`config.mk`:
```
export PLATFORM = sky130hd
export DESIGN_NAME = accum_sequencer
export DESIGN_NICKNAME = d
export VERILOG_FILES = /design/src/rtl/mm_ctrl_pkg.sv /design/src/rtl/pass_watchdog.sv /design/src/rtl/accum_sequencer.sv
export SDC_FILE = /design/constraint.sdc
export NUM_CORES = 1
export LEC_CHECK = 0
export CORE_ASPECT_RATIO = 0.7
export CORE_MARGIN = 10
export CORE_UTILIZATION = 57
export CTS_BUF_LIST = sky130_fd_sc_hd__clkbuf_2
export CTS_CLUSTER_DIAMETER = 100
export DETAILED_ROUTE_END_ITERATION = 6
export PLACE_DENSITY_LB_ADDON = 0.08
export SLEW_MARGIN = 20
export SYNTH_ARGS = -nofsm -noshare
export SYNTH_HDL_FRONTEND = slang
export SYNTH_SLANG_ARGS = --single-unit
```
`constraint.sdc`:
```
create_clock -name clock -period 1.4 [get_ports clock]
set_clock_uncertainty 0.05 [all_clocks]
set_input_delay 0.35 -clock clock [delete_from_list [all_inputs] [get_ports clock]]
set_output_delay 0.35 -clock clock [all_outputs]
set_load 0.03 [all_outputs]
```
`src/rtl/mm_ctrl_pkg.sv`:
```
`default_nettype none
// ============================================================================
// Module      : mm_ctrl_pkg
// Description : Shared constants for the matrix-multiply control slice:
//               default tile/timeout limits and the accumulate sequencer
//               state encoding.
// Revision    : 1.0 - initial release
// ============================================================================
package mm_ctrl_pkg;

    // Default limits for one block product
    localparam int c_MAX_TILES_DEF      = 16;
    localparam int c_TIMEOUT_CYCLES_DEF = 1024;

    // Sequencer state encoding
    localparam int c_STATE_W = 3;

    localparam logic [c_STATE_W-1:0] c_ST_IDLE   = 3'd0;
    localparam logic [c_STATE_W-1:0] c_ST_CLEAR  = 3'd1;
    localparam logic [c_STATE_W-1:0] c_ST_LAUNCH = 3'd2;
    localparam logic [c_STATE_W-1:0] c_ST_WAIT   = 3'd3;
    localparam logic [c_STATE_W-1:0] c_ST_ACCUM  = 3'd4;
    localparam logic [c_STATE_W-1:0] c_ST_DRAIN  = 3'd5;

endpackage
`default_nettype wire

```
`src/rtl/pass_watchdog.sv`:
```
`default_nettype none
// ============================================================================
// Module      : pass_watchdog
// Description : Saturating cycle counter that bounds one systolic pass.
// Revision    : 1.0 - initial release
//
// Ports
//   clock   in   rising-edge clock
//   reset   in   asynchronous active-high reset (already release-synchronised)
//   clear   in   zero the count
//   enable  in   count this cycle
//   expired out  this enabled cycle brings the count to TIMEOUT_CYCLES
// ============================================================================
module pass_watchdog
    import mm_ctrl_pkg::*;
#(
    parameter int TIMEOUT_CYCLES = c_TIMEOUT_CYCLES_DEF
) (
    input  logic clock,
    input  logic reset,
    input  logic clear,
    input  logic enable,
    output logic expired
);

    localparam int                 c_CNT_W = $clog2(TIMEOUT_CYCLES + 1);
    localparam logic [c_CNT_W-1:0] c_LIMIT = c_CNT_W'(TIMEOUT_CYCLES);

    logic [c_CNT_W-1:0] r_count;

    // Count holds at the limit instead of wrapping back to zero
    always_ff @(posedge clock or posedge reset) begin
        if (reset) begin
            r_count <= '0;
        end else if (clear) begin
            r_count <= '0;
        end else if (enable && (r_count != c_LIMIT)) begin
            r_count <= r_count + c_CNT_W'(1);
        end
    end

    // Flag the enabled cycle that completes the limit so the FSM leaves WAIT
    // after exactly TIMEOUT_CYCLES waiting cycles.
    assign expired = enable && (r_count >= (c_LIMIT - c_CNT_W'(1)));

endmodule
`default_nettype wire

```
`src/rtl/accum_sequencer.sv`:
```
`default_nettype none
// ============================================================================
// Module      : accum_sequencer
// Description : Sequences K-tile passes of a systolic array into an
//               accumulator: clear, then per tile launch/wait/accumulate,
//               then hold the result until downstream accepts it.
// Revision    : 1.0 - initial release
//
// Ports
//   clock       in   rising-edge clock
//   reset       in   asynchronous active-high reset
//   start       in   one-cycle request to begin a block product
//   num_tiles   in   K-tile count, sampled when start is accepted
//   sys_done    in   systolic pass-complete pulse
//   out_ready   in   downstream accepts the result
//   sys_start   out  one-cycle pulse launching a systolic pass
//   tile_idx    out  current tile index for operand fetch
//   acc_clear   out  one-cycle pulse zeroing the accumulator
//   acc_en      out  one-cycle pulse adding the pass result
//   out_valid   out  accumulated result ready
//   busy        out  high in every state except IDLE
//   timeout_err out  sticky watchdog error
// ============================================================================
module accum_sequencer
    import mm_ctrl_pkg::*;
#(
    parameter int MAX_TILES      = c_MAX_TILES_DEF,
    parameter int TIMEOUT_CYCLES = c_TIMEOUT_CYCLES_DEF
) (
    input  logic       clock,
    input  logic       reset,
    input  logic       start,
    input  logic [4:0] num_tiles,
    input  logic       sys_done,
    input  logic       out_ready,
    output logic       sys_start,
    output logic [3:0] tile_idx,
    output logic       acc_clear,
    output logic       acc_en,
    output logic       out_valid,
    output logic       busy,
    output logic       timeout_err
);

    localparam int c_CNT_W = $clog2(MAX_TILES + 1);

    logic [1:0]           r_rst_sync;
    logic                 w_rst;
    logic [c_STATE_W-1:0] r_state;
    logic [3:0]           r_tile_idx;
    logic [c_CNT_W-1:0]   r_count;
    logic                 r_sys_start;
    logic                 r_acc_clear;
    logic                 r_acc_en;
    logic                 r_out_valid;
    logic                 r_busy;
    logic                 r_timeout_err;
    logic [c_CNT_W-1:0]   w_req_count;
    logic                 w_last;
    logic                 w_wd_clear;
    logic                 w_wd_enable;
    logic                 w_wd_expired;

    // Reset asserts immediately but releases only after two clock edges
    always_ff @(posedge clock or posedge reset) begin
        if (reset) begin
            r_rst_sync <= 2'b11;
        end else begin
            r_rst_sync <= {r_rst_sync[0], 1'b0};
        end
    end

    assign w_rst = r_rst_sync[1];

    // Requested tile count clamped to the supported maximum
    assign w_req_count = (int'(num_tiles) > MAX_TILES) ? c_CNT_W'(MAX_TILES)
                                                       : c_CNT_W'(num_tiles);

    assign w_last      = (c_CNT_W'(r_tile_idx) == (r_count - c_CNT_W'(1)));
    assign w_wd_clear  = (r_state == c_ST_LAUNCH);
    assign w_wd_enable = (r_state == c_ST_WAIT) && !sys_done;

    pass_watchdog #(
        .TIMEOUT_CYCLES (TIMEOUT_CYCLES)
    ) u_watchdog (
        .clock   (clock),
        .reset   (w_rst),
        .clear   (w_wd_clear),
        .enable  (w_wd_enable),
        .expired (w_wd_expired)
    );

    // Outputs are registered alongside the state: each pulse is set on the
    // edge that enters its state and dropped on the following edge.
    always_ff @(posedge clock or posedge w_rst) begin
        if (w_rst) begin
            r_state       <= c_ST_IDLE;
            r_tile_idx    <= '0;
            r_count       <= '0;
            r_sys_start   <= 1'b0;
            r_acc_clear   <= 1'b0;
            r_acc_en      <= 1'b0;
            r_out_valid   <= 1'b0;
            r_busy        <= 1'b0;
            r_timeout_err <= 1'b0;
        end else begin
            r_sys_start <= 1'b0;
            r_acc_clear <= 1'b0;
            r_acc_en    <= 1'b0;
            case (r_state)
                c_ST_IDLE: begin
                    if (start && (num_tiles != 5'd0)) begin
                        r_count       <= w_req_count;
                        r_tile_idx    <= '0;
                        r_timeout_err <= 1'b0;
                        r_acc_clear   <= 1'b1;
                        r_busy        <= 1'b1;
                        r_state       <= c_ST_CLEAR;
                    end
                end
                c_ST_CLEAR: begin
                    r_tile_idx  <= '0;
                    r_sys_start <= 1'b1;
                    r_state     <= c_ST_LAUNCH;
                end
                c_ST_LAUNCH: begin
                    r_state <= c_ST_WAIT;
                end
                c_ST_WAIT: begin
                    if (sys_done) begin
                        r_acc_en <= 1'b1;
                        r_state  <= c_ST_ACCUM;
                    end else if (w_wd_expired) begin
                        r_timeout_err <= 1'b1;
                        r_busy        <= 1'b0;
                        r_state       <= c_ST_IDLE;
                    end
                end
                c_ST_ACCUM: begin
                    if (w_last) begin
                        r_out_valid <= 1'b1;
                        r_state     <= c_ST_DRAIN;
                    end else begin
                        r_tile_idx  <= r_tile_idx + 4'd1;
                        r_sys_start <= 1'b1;
                        r_state     <= c_ST_LAUNCH;
                    end
                end
                c_ST_DRAIN: begin
                    if (out_ready) begin
                        r_out_valid <= 1'b0;
                        r_busy      <= 1'b0;
                        r_state     <= c_ST_IDLE;
                    end
                end
                default: begin
                    r_out_valid <= 1'b0;
                    r_busy      <= 1'b0;
                    r_state     <= c_ST_IDLE;
                end
            endcase
        end
    end

    assign sys_start   = r_sys_start;
    assign tile_idx    = r_tile_idx;
    assign acc_clear   = r_acc_clear;
    assign acc_en      = r_acc_en;
    assign out_valid   = r_out_valid;
    assign busy        = r_busy;
    assign timeout_err = r_timeout_err;

endmodule
`default_nettype wire
```
=== Yosys cells after proc, flatten, opt, wreduce, memory -nomap -nowiden ===
Cells that the tools add are included.

* Register bits after elaboration: 31
* Bits in latches: 0
* Memory bits (writable): 0
* ROM bits: 0
* Output and inout port bits: 10
* Logic and storage cells: 79
* Memories: 0

* Add/subtract/negate cells: 3
* Multiply operators: 0
* Div/mod/pow operators: 0
* $lt $le $gt $ge: 2
* Eq/ne operators: 14
* Shifts and indexed selects: 0
* Multiplexer cells: 29
* Bitwise gates (word level): 2
* Reduce and logical (&&, ||, !) cells: 18

{| class="wikitable"
|+ Operator list
! kind !! count
|-
| 11-bit 2-to-1 mux || 2
|-
| 3-bit case mux with 6 select lines || 1
|-
| 3-bit 2-to-1 mux || 5
|-
| 1-bit 2-to-1 mux || 13
|-
| 4-bit case mux with 3 select lines || 1
|-
| 11-bit by 1-bit adder with 11-bit output, second input constant || 1
|-
| 11-bit by 10-bit >= comparator with 1-bit output, second input constant || 1
|-
| 11-bit != test, second input constant || 1
|-
| 2-bit != test, second input constant || 5
|-
| 3-bit AND reduction || 3
|-
| 4-bit 2-to-1 mux || 2
|-
| 3-bit by 2-bit equality test with 1-bit output, second input constant || 2
|-
| 3-bit equality test, second input constant || 2
|-
| 4-bit by 5-bit equality test with 1-bit output || 1
|-
| 5-bit greater-than comparator, second input constant || 1
|-
| 5-bit 2-to-1 mux || 1
|-
| 5-bit AND reduction || 1
|-
| 5-bit nonzero test || 1
|-
| 5-bit by 1-bit subtractor with 5-bit output, second input constant || 1
|-
| 4-bit by 1-bit adder with 4-bit output, second input constant || 1
|-
| 1-bit logical AND || 4
|-
| 1-bit case mux with 2 select lines || 2
|-
| 1-bit case mux with 4 select lines || 1
|-
| 4-bit AND reduction || 1
|-
| 12 further kinds || 14
|}

=== Logic depth before layout (Yosys ltp) ===
* Depth in word-level cells: 6
* Gate-level depth with buffers: 7
* Mapped depth without buffers: 7

=== Modules after synthesis ===
A second synthesis with hierarchy kept.

* Cell total of the unflattened synthesis: 180
* Area, all modules: 1726.7 um^2

{| class="wikitable"
|+ Modules (own cells, without submodules)
! module !! times used !! cells each !! area an instance (um^2) !! sequential area each (um^2)
|-
| accum_sequencer || 1 || 111 || 1078.5 || 503.0
|-
| pass_watchdog || 1 || 69 || 648.1 || 275.3
|}

=== Worst setup path after synthesis ===
OpenSTA, ideal clock, no wires.

* Path kind: register to register
* Start: register r_tile_idx[2] (netlist: tile_idx[2])
* End: register r_tile_idx[3] (netlist: tile_idx[3])
* Library setup time: 0.069 ns
* Data arrival time: 1.804 ns
* Slack: -0.523 ns
* Stages on the path, launching flop included: 7
* Buffers on the path: 1
* Clock period less this slack: 1.923 ns
* Cell sequence: dfrtp_1 -> clkbuf_1 -> nand4b_1 -> a21oi_1 -> o311a_4 -> or4_1 -> nand3_1

* Cells in the longest elaborated chain, start to end: 3

{| class="wikitable"
|+ Ends and longest elaborated chain
! element !! line !! RTL
|-
| start, declared || accum_sequencer.sv:50 || <nowiki>logic [3:0] r_tile_idx;</nowiki>
|-
| start signal, assigned || accum_sequencer.sv:144 || <nowiki>r_tile_idx <= r_tile_idx + 4'd1;</nowiki>
|-
| 4-bit by 1-bit adder with 4-bit output / 4-bit by 5-bit equality test with 1-bit output (equally long branches) || accum_sequencer.sv:144, accum_sequencer.sv:79 ||
|-
| 4-bit 2-to-1 mux / 2-bit != test (equally long branches) || n/a ||
|-
| 4-bit case mux with 3 select lines / 3-bit AND reduction (equally long branches) || n/a ||
|}

Parallel ways exist; a longest one is shown, timed or not. The select of a mux whose other input is x is not followed.
A chain may end at the register's enable or synchronous reset.

=== Worst setup path in the final report ===
* Start: register r_count[1]
* End: register r_state[0]

* Cells in the longest elaborated chain, start to end: 4

{| class="wikitable"
|+ Ends and longest elaborated chain
! element !! line !! RTL
|-
| start, declared || accum_sequencer.sv:51 || <nowiki>logic [c_CNT_W-1:0] r_count;</nowiki>
|-
| start signal, assigned || accum_sequencer.sv:113 || <nowiki>r_count <= w_req_count;</nowiki>
|-
| 5-bit by 1-bit subtractor with 5-bit output || accum_sequencer.sv:79 || <nowiki>assign w_last = (c_CNT_W'(r_tile_idx) == (r_count - c_CNT_W'(1)));</nowiki>
|-
| 4-bit by 5-bit equality test with 1-bit output || accum_sequencer.sv:79 ||
|-
| 3-bit 2-to-1 mux || accum_sequencer.sv:140 || <nowiki>if (w_last) begin</nowiki>
|-
| 3-bit case mux with 6 select lines || accum_sequencer.sv:110 || <nowiki>case (r_state)</nowiki>
|-
| end signal, assigned || accum_sequencer.sv:118 || <nowiki>r_state <= c_ST_CLEAR;</nowiki>
|-
| end signal, assigned || accum_sequencer.sv:142 || <nowiki>r_state <= c_ST_DRAIN;</nowiki>
|-
| end signal, assigned || accum_sequencer.sv:146 || <nowiki>r_state <= c_ST_LAUNCH;</nowiki>
|-
| end, declared || accum_sequencer.sv:49 || <nowiki>logic [c_STATE_W-1:0] r_state;</nowiki>
|}

Every way passes these cells.

==> results.cfg <==
[power]
leakagePower_uw = 0.00125
powerDensity_nw_per_um2 = 1720
ir_drop_v = 0.00150

[route]
routed.top_layer = met4
drt-pass1-iter-count = 5
met1Wirelength_um = 2670
vias_per_cell = 6.92
wl_met3_um = 1030
ant_nets = 0
drt_iter0_drc = 361
drc = 0
wl_per_cell_um = 26.0
wl_met2_um = 3110
wl_um = 7430
num_vias = 1979

[place]
pre_cts_ws_ns = -0.869
place_congestion = 0.892
dp_hpwl_um = 3300
io_buffers = 19
placed_cell_area_um2 = 2210

[finish]
design_area_um2 = 2640
multi_input_area_um2 = 1040
nets = 263
regArea_um2 = 783
syn_to_final_growth_pct = 61.6
drive_gt1_frac = 0.528
fill_cells = 62
antennaDiodeCount = 0

[cts]
root_buffer = clkbuf_2
clkTransAtPathRegs_ns = 0.19
clk_path_buf_depth = 2
h-tree-depth = 2
numClockSinks = 31
postCtsHoldBufs = 0
clk_latency_ns = 0.40
cts_tree = built
numCtsBuffers = 5

[grt]
antenna_found_initial = 0
grt_pass1_wl_um = 8530
first_global_vias = 1739
grt_overflow = 0
track_usage = 0.193
grt_max_degree = 23

[sta]
period_needed_ns = 2.03
fin_ws_ns = -0.626
setup_viol = 33
period_share = 1.45
fmax_ghz = 0.494
hold_viol = 0
rsz0062_at_grt = true
drv_slew = 0

[yosys]
yosys.area.top_type = dfrtp_1
synthArstFlopShare = 1.00
synth.avg_cell_area_um2 = 9.67
dominantRegCellSynth = dfrtp_1
synth-seq-cells = 31
yosys_warnings = 0
synth_area_leaders = dfrtp_1, xor2_1, nand2_1
netlist_instances = 169
synth.distinct_cells = 44
yosys.area.top_type_share = 0.444
synth_edf_count = 0
synth_area_um2 = 1630
mappedNetlistNets = 183
yosysSeqAreaShare = 0.476

[die]
ioPinCount = 20
rows = 16
die-area_um2 = 5440
start_util = 0.591
core-area_um2 = 2760
dieWidth_um = 84.0
die_h_um = 64.8

[setup_path]
cp-end-kind = flop
cp_max_fo = 5
slowest_delay_ns = 0.45
crit_chain = inv_2 -> ha_4 -> nand3b_1 -> a21oi_2 -> o311a_4 -> buf_4 -> a2bb2oi_1 -> o21ai_0
cp.arrival_ns = 2.27
crit_required_ns = 1.65
cpMaxStageDelayCell = dfrtp_1
start_kind = flop
critPathKind = flop to flop

[run_status]
outcome = finished with violations
failed_checks = setup timing

[run]
cap_violations = 0

[worst_hold_path]
hp-class = input pin to flop
==> placed cells by master (no fill, tap or decap), types with 3 or more instances in the layout <==
cell and n:
clkdlybuf4s50_1 5, a21oi_2 3, a21oi_1 8, buf_6 21, o21ai_0 4, buf_4 49, clkbuf_2 7, inv_1 9
nand4_1 3, xor2_1 6, dfrtp_2 4, nand2_1 12, nand2_2 3, o21ai_2 4, inv_2 3, o211ai_1 3
nor2_1 10, dfrtp_1 25, xnor2_1 4, nand3_1 4
==> per-layer routing <==
metal	GRT usage	vias up
li1	-	762
met1	0.234	903
met2	0.310	228
met3	0.0562	86
met4	0.0917	0
met5	0	-
==> through the flow <==
| step | total power (uW) | hold slack (ns) | utilization | std cells | setup TNS [ns] |
|---|---|---|---|---|---|
| after detailed placement | 3200 | 0.173 | 0.801 | 262 | -16.36 |
| after CTS | 3900 | 0.171 | 0.889 | 277 | -5.05 |
| after global routing | 4680 | 0.161 | 0.956 | 286 | -9.66 |
| after global placement | 3080 | 0.173 | 0.801 | 262 | -15.02 |
| after floorplan | 2350 | 0.212 | - | 169 | -3.35 |
| final | 4540 | 0.187 | 0.956 | 286 | -8.75 |
==> final cells by class <==
cell class              count  share of cell area
multi-input cells         121               0.396
clock inverters             2             0.00332
clock buffers               6              0.0114
flip-flops and latches     31               0.297
repair buffers             78               0.259
well taps                  36              0.0171
inverters                  12              0.0171
==> synth_stat cells, types with 4 or more instances <==
cell and number:
nor3_1 4, inv_1 12, xor2_1 7, o21ai_0 9, xnor2_1 4, nand3_1 6, a21oi_1 11, ha_1 4
nand2_1 15, nor2_1 12, clkbuf_1 5, dfrtp_1 29
==> cell families after synthesis <==
kind of cell / after synthesis / share of synthesized area
simple gates: 65 / 0.222
compound gates: 37 / 0.151
flops: 31 / 0.476
buf+inv: 17 / 0.0390
xor+xnor: 11 / 0.0590
fa+ha+maj: 4 / 0.0306
mux: 3 / 0.0199
other cells: 1 / 0.00229
==> worst max-delay path, delay by kind of cell (launching register included) <==
kind            cells  cell delay, ns
simple gates        1            0.12
buf+inv             2            0.27
fa+ha+maj           1            0.16
flops               1            0.45
compound gates      4            0.90
==> report_power, final <==
group	switching, uW	internal [uW]	leakage, uW
combinational	1440	1280	0.000815
sequential	243	1100	0.000402
clock	353	123	0.0000304
==> state kept, by name, indices dropped and copies added (netlist names), 2 cells and up <==
register            cells
r_count                 5
r_state                 3
tile_idx                4
u_watchdog.r_count     11
r_rst_sync              2
==> repair_timing <==
item                       4_1_cts  5_1_grt
pin swaps                       12       17
buffers inserted                 7       11
gates resized for setup         48       33
cloned                           0        0
setup endpoints to repair       32       31
==> path summary, 6_finish.rpt <==
check | slack, ns | cells past startpoint | start | to
max | -0.63 | 8 | r_count[1] | r_state[0]
min | 0.19 | 3 | num_tiles[2] | r_count[2]
max reg2reg | -0.63 | 8 | r_count[1] | r_state[0]
min reg2reg | 0.22 | 1 | r_rst_sync[1] | u_watchdog.r_count[5]
max in group asynchronous | 0.59 | 2 | r_rst_sync[1] | r_count[2]
min in group asynchronous | 0.20 | 2 | reset | r_rst_sync[0]
No activity file was read; power rests on OpenSTA's default activity.
